===== src/rtl/rr_mux_scheduler.sv =====
// Round-robin 4:1 mux scheduler with lockable bursts.
// An owner is picked in IDLE by rotating priority from ptr; in OWN the owner
// streams beats into a registered output stage until it unlocks, exhausts
// MAX_BURST, or drops its request.
//
// state | meaning
// IDLE  | no owner; arbitrate among pending requests starting at ptr
// OWN   | owner = S; capture its beats whenever the output stage can load
module rr_mux_scheduler #(
    parameter int DATA_W    = 8,
    parameter int MAX_BURST = 4
) (
    input  logic              clk,
    input  logic              rst_n,
    input  logic [3:0]        req,
    input  logic [3:0]        lock,
    input  logic [DATA_W-1:0] J,
    input  logic [DATA_W-1:0] K,
    input  logic [DATA_W-1:0] L,
    input  logic [DATA_W-1:0] M,
    input  logic              out_ready,
    output logic [1:0]        S,
    output logic [3:0]        gnt,
    output logic              out_valid,
    output logic [DATA_W-1:0] Y,
    output logic              busy
);

    typedef enum logic {
        ST_IDLE = 1'b0,
        ST_OWN  = 1'b1
    } state_t;

    // Five bits so that a count of 15 plus one can still equal MAX_BURST=16.
    localparam logic [4:0] LP_MAX = 5'(MAX_BURST);

    state_t            r_state;
    state_t            w_state_nxt;
    logic [1:0]        r_s;
    logic [1:0]        r_ptr;
    logic [4:0]        r_burst;
    logic              r_valid;
    logic [DATA_W-1:0] r_y;

    logic              w_load;
    logic              w_beat;
    logic              w_release;
    logic [3:0]        w_rot;
    logic [1:0]        w_off;
    logic [1:0]        w_pick;
    logic [4:0]        w_burst_inc;
    logic [DATA_W-1:0] w_data;

    assign w_load      = !r_valid || out_ready;
    assign w_burst_inc = r_burst + 5'd1;

    // Rotate requests so that bit 0 corresponds to ptr; first set bit wins.
    assign w_rot  = 4'({req, req} >> r_ptr);
    assign w_pick = r_ptr + w_off;

    // Priority encode the rotated request vector.
    always_comb begin
        w_off = 2'd3;
        if (w_rot[0])      w_off = 2'd0;
        else if (w_rot[1]) w_off = 2'd1;
        else if (w_rot[2]) w_off = 2'd2;
    end

    // Shared 4:1 data mux driven by the registered owner index.
    always_comb begin
        w_data = J;
        case (r_s)
            2'd0: w_data = J;
            2'd1: w_data = K;
            2'd2: w_data = L;
            2'd3: w_data = M;
            default: w_data = J;
        endcase
    end

    // Next-state, beat/release decision and grant pulse.
    always_comb begin
        w_state_nxt = r_state;
        w_beat      = 1'b0;
        w_release   = 1'b0;
        gnt         = 4'b0000;
        case (r_state)
            ST_IDLE: begin
                if (|req) w_state_nxt = ST_OWN;
            end
            ST_OWN: begin
                w_beat     = req[r_s] && w_load;
                gnt[r_s]   = w_beat;
                // A stalled owner that still requests keeps the grant; lock is
                // only sampled on the beat itself.
                if (w_beat) w_release = !lock[r_s] || (w_burst_inc == LP_MAX);
                else        w_release = !req[r_s];
                if (w_release) w_state_nxt = ST_IDLE;
            end
            default: w_state_nxt = ST_IDLE;
        endcase
    end

    // State register.
    always_ff @(posedge clk or negedge rst_n) begin
        if (!rst_n) r_state <= ST_IDLE;
        else        r_state <= w_state_nxt;
    end

    // Owner index, rotation pointer and burst counter.
    always_ff @(posedge clk or negedge rst_n) begin
        if (!rst_n) begin
            r_s     <= 2'd0;
            r_ptr   <= 2'd0;
            r_burst <= 5'd0;
        end else begin
            if (r_state == ST_IDLE && |req) begin
                r_s     <= w_pick;
                r_burst <= 5'd0;
            end else if (w_beat) begin
                r_burst <= w_burst_inc;
            end
            if (w_release) r_ptr <= r_s + 2'd1;
        end
    end

    // Registered output stage: capture on beat, drain on accept.
    always_ff @(posedge clk or negedge rst_n) begin
        if (!rst_n) begin
            r_valid <= 1'b0;
            r_y     <= '0;
        end else if (w_beat) begin
            r_valid <= 1'b1;
            r_y     <= w_data;
        end else if (r_valid && out_ready) begin
            r_valid <= 1'b0;
        end
    end

    assign S         = r_s;
    assign out_valid = r_valid;
    assign Y         = r_y;
    assign busy      = (r_state == ST_OWN);

endmodule


===== config.mk =====
export PLATFORM = sky130hd
export DESIGN_NAME = rr_mux_scheduler
export DESIGN_NICKNAME = d
export VERILOG_FILES = /design/src/rtl/rr_mux_scheduler.sv
export SDC_FILE = /design/constraint.sdc
export NUM_CORES = 1
export LEC_CHECK = 0
export ABC_AREA = 0
export BUFFER_PORTS_ARGS = -buffer_cell sky130_fd_sc_hd__buf_4
export CAP_MARGIN = 10
export CORE_MARGIN = 2
export CORE_UTILIZATION = 47
export DETAILED_ROUTE_END_ITERATION = 16
export GPL_ROUTABILITY_DRIVEN = 0
export PLACE_DENSITY_LB_ADDON = 0.12
export SYNTH_ARGS = -nofsm -noshare
export SYNTH_HDL_FRONTEND = slang
export SYNTH_SLANG_ARGS = --single-unit

===== constraint.sdc =====
create_clock -name clk -period 2.3 [get_ports clk]
set_input_delay 0.345 -clock clk [delete_from_list [all_inputs] [get_ports clk]]
set_output_delay 0.345 -clock clk [all_outputs]
set_load 0.03 [all_outputs]

==> impl_metrics.toml <==
[timing]
holdWs_ns = 0.332
clock.fmax_mhz = 454
fin_crit_sh_pct = 95.9
slew_violations = 0
setup_viol = 0
finClkSkew_ns = 0.00141
setup_tns_ns = 0
slew-limit-headroom_pct = 69.3
tightest_slew_ns = 0.461
finalCriticalPeriod_ns = 2.20
final_hold_viol_count = 0

[routing]
highest_layer = "met4"
wirelength_um = 3420
drc_errors = 0
postRouteAntennaNets = 0
wl_met2_um = 1620
wl_met1_um = 1580
firstDrtPassIters = 6
drt-vias-per-instance = 5.57
drtIter0Drc = 81
vias = 1314
dr_wl_met3_um = 179
wire_per_inst_um = 14.5

[floorplan]
die_area_um2 = 3240
rows = 19
die_h_um = 56.9
die_w_um = 56.9
io_pins = 59
core_area_um2 = 2710
initial_core_util_pct = 48.6

[layout]
fill_cells = 227
fin_area_um2 = 1810
final_util_pct = 66.9
stdcell_count = 236
nNetsFinal = 257
drive_gt1_share_pct = 36.1
antennaDiodeCount = 0
syn_to_final_growth_pct = 37.8
multi_input_area_um2 = 754
seqCellArea_um2 = 477

[synth]
ys_ff_latch = 19
synth-seq-area-share_pct = 36.1
synth_edf_count = 0
synth_area_leaders = "dfrtp_1 36%, ha_1 7.6%, a222oi_1 6.1%, o21ai_0 6.1%, a21oi_1 4.9%"
async_flop_share_pct = 100
ys.flop_type = "dfrtp_1"
synth_area_um2 = 1320
yosys.cell_count.top_type = "dfrtp_1"
synth.distinct_cells = 34
yosys_warnings = 0
yosysTopAreaCellShare_pct = 36.1
syn_nets = 196
yosysTopAreaCell = "dfrtp_1"
netlist_top_cells_count = "19 x dfrtp_1, 16 x o21ai_0, 15 x nand2_1"
syn_area_per_cell_um2 = 9.08
syn_inst = 145

[worst_setup_path]
crit_type = "flip-flop to output pin"
r2r-start = "S[0]"
cpMaxStageDelayCell = "mux4_2"
path_max_fanout = 8
worstSetupEndpoint = "gnt[1]"
reg2reg_slack_ns = 0.46
cp.required_ns = 1.96
cp_cell_sequence = "mux4_2, nand2_1, nor2_4, and2_1, buf_4"
critPathCaptureType = "output pin"
startpoint_type = "flip-flop"
rr_endpoint = "r_burst[2]"
cp.arrival_ns = 1.86
slowest_delay_ns = 0.54
rr_worst_depth = 6
worstSetupStartpoint = "S[0]"

[placement]
io_buffers = 58
place_inst = 227
place_area_um2 = 1750
hpwl_um = 2680

[global_routing]
grt_use_total_pct = 21.2
grt_pass1_vias = 1201
grt_first_pass_wirelength_um = 5420
gr-total-overflow = 0
grt_max_degree = 26
antenna_found_initial = 0

[worst_hold_path]
hold_path_class = "primary input to flip-flop"
hp-start = "J[7]"

[clock_network]
cts-root-buf = "clkbuf_4"
clock_latency_ns = 0.30
cts_tree = "done"
cts-htree-levels = 1
cts_buffer_depth = 2
clkSinkCount = 19
cts-buffers-inserted = 3
clkTransAtPathRegs_ns = 0.11

[power_and_ir_drop]
p_leak_nw = 0.887
irDropWorstVdd_v = 0.000999
pwr_density_cell_nw_per_um2 = 1260

[flow_run]
maxCapViolations = 0

[status]
status = "finished, final reports clean"
worst min path at each step:
stage          cells past startpoint  slack, ns         end
4_1_cts                            3       0.33        Y[7]
5_1_grt                            3       0.36        Y[7]
3_3_place_gp                       1       0.23  r_burst[3]
3_5_place_dp                       1       0.23  r_burst[3]
2_1_floorplan                      0       0.05        S[0]
6_report                           3       0.33        Y[7]
timing repair:
action,CTS,global route
buffers inserted,0,4
endpoints found under the setup margin,1,3
cloned,0,0
endpoints found under the hold margin,19,0
gates resized for setup,1,0
hold buffers,1,0
final cells by class:
cell class	instances	area share, %
clock inverter	1	0.276
sequential	19	26.3
tap	31	2.14
inverter	7	1.45
timing repair buffer	65	27.0
clock buffer	3	1.24
multi-input combinational	110	41.6
critical path, delay by kind of cell (launching register included):
| kind | cells | cell delay (ns) |
|---|---|---|
| flops | 1 | 0.45 |
| mux | 1 | 0.54 |
| simple gates | 3 | 0.41 |
| buf+inv | 1 | 0.16 |
where the power goes:
part | internal [mW] | leakage, nW | total (mW) | switching, mW
Sequential | 0.469 | 0.241 | 0.636 | 0.167
Clock | 0.0648 | 0.0177 | 0.168 | 0.103
Combinational | 0.625 | 0.629 | 1.48 | 0.852
per-stage QoR:
stage / power, mW / setup WS (ns)
after global placement: 2.01 / 0.390
after detailed placement: 2.04 / 0.340
after global routing: 2.46 / -0.00217
final: 2.28 / 0.0950
after CTS: 2.22 / 0.0791
after floorplan: 1.62 / 0.211
layer usage:
metal	vias up	global-route usage (%)
met5	-	0
met4	0	5.98
met3	4	2.53
met2	47	34.5
met1	606	29.9
li1	657	-
state kept, by name, indices dropped and copies added (netlist names):
name / count
Y: 8
r_burst: 5
S: 2
r_ptr: 2
busy: 1
out_valid: 1
placed cells by master, fill, tap and decap left out, types with 2 or more instances in the layout:
cell | netlist | final
buf_4 | 0 | 64
dfrtp_1 | 19 | 18
a222oi_1 | 8 | 8
xnor2_1 | 2 | 2
nand3_1 | 10 | 10
inv_1 | 7 | 7
nand2b_1 | 2 | 2
a21oi_1 | 13 | 13
nand2_1 | 15 | 15
clkbuf_4 | 0 | 3
xor2_1 | 2 | 2
and2_1 | 4 | 4
ha_1 | 8 | 8
nor2_1 | 11 | 11
mux2i_1 | 2 | 2
o21ai_0 | 16 | 16
kinds of logic after synthesis:
family / after synthesis / synth area share [%]
and+or+nand+nor: 47 / 17.7
DFF: 19 / 36.1
xor gates and xnor gates: 4 / 2.66
buffers and inverters: 16 / 6.56
AOI/OAI and AO/OA: 46 / 23.3
muxes: 5 / 6.08
adders and majority gates: 8 / 7.60
(Power assumes the default switching activity.)
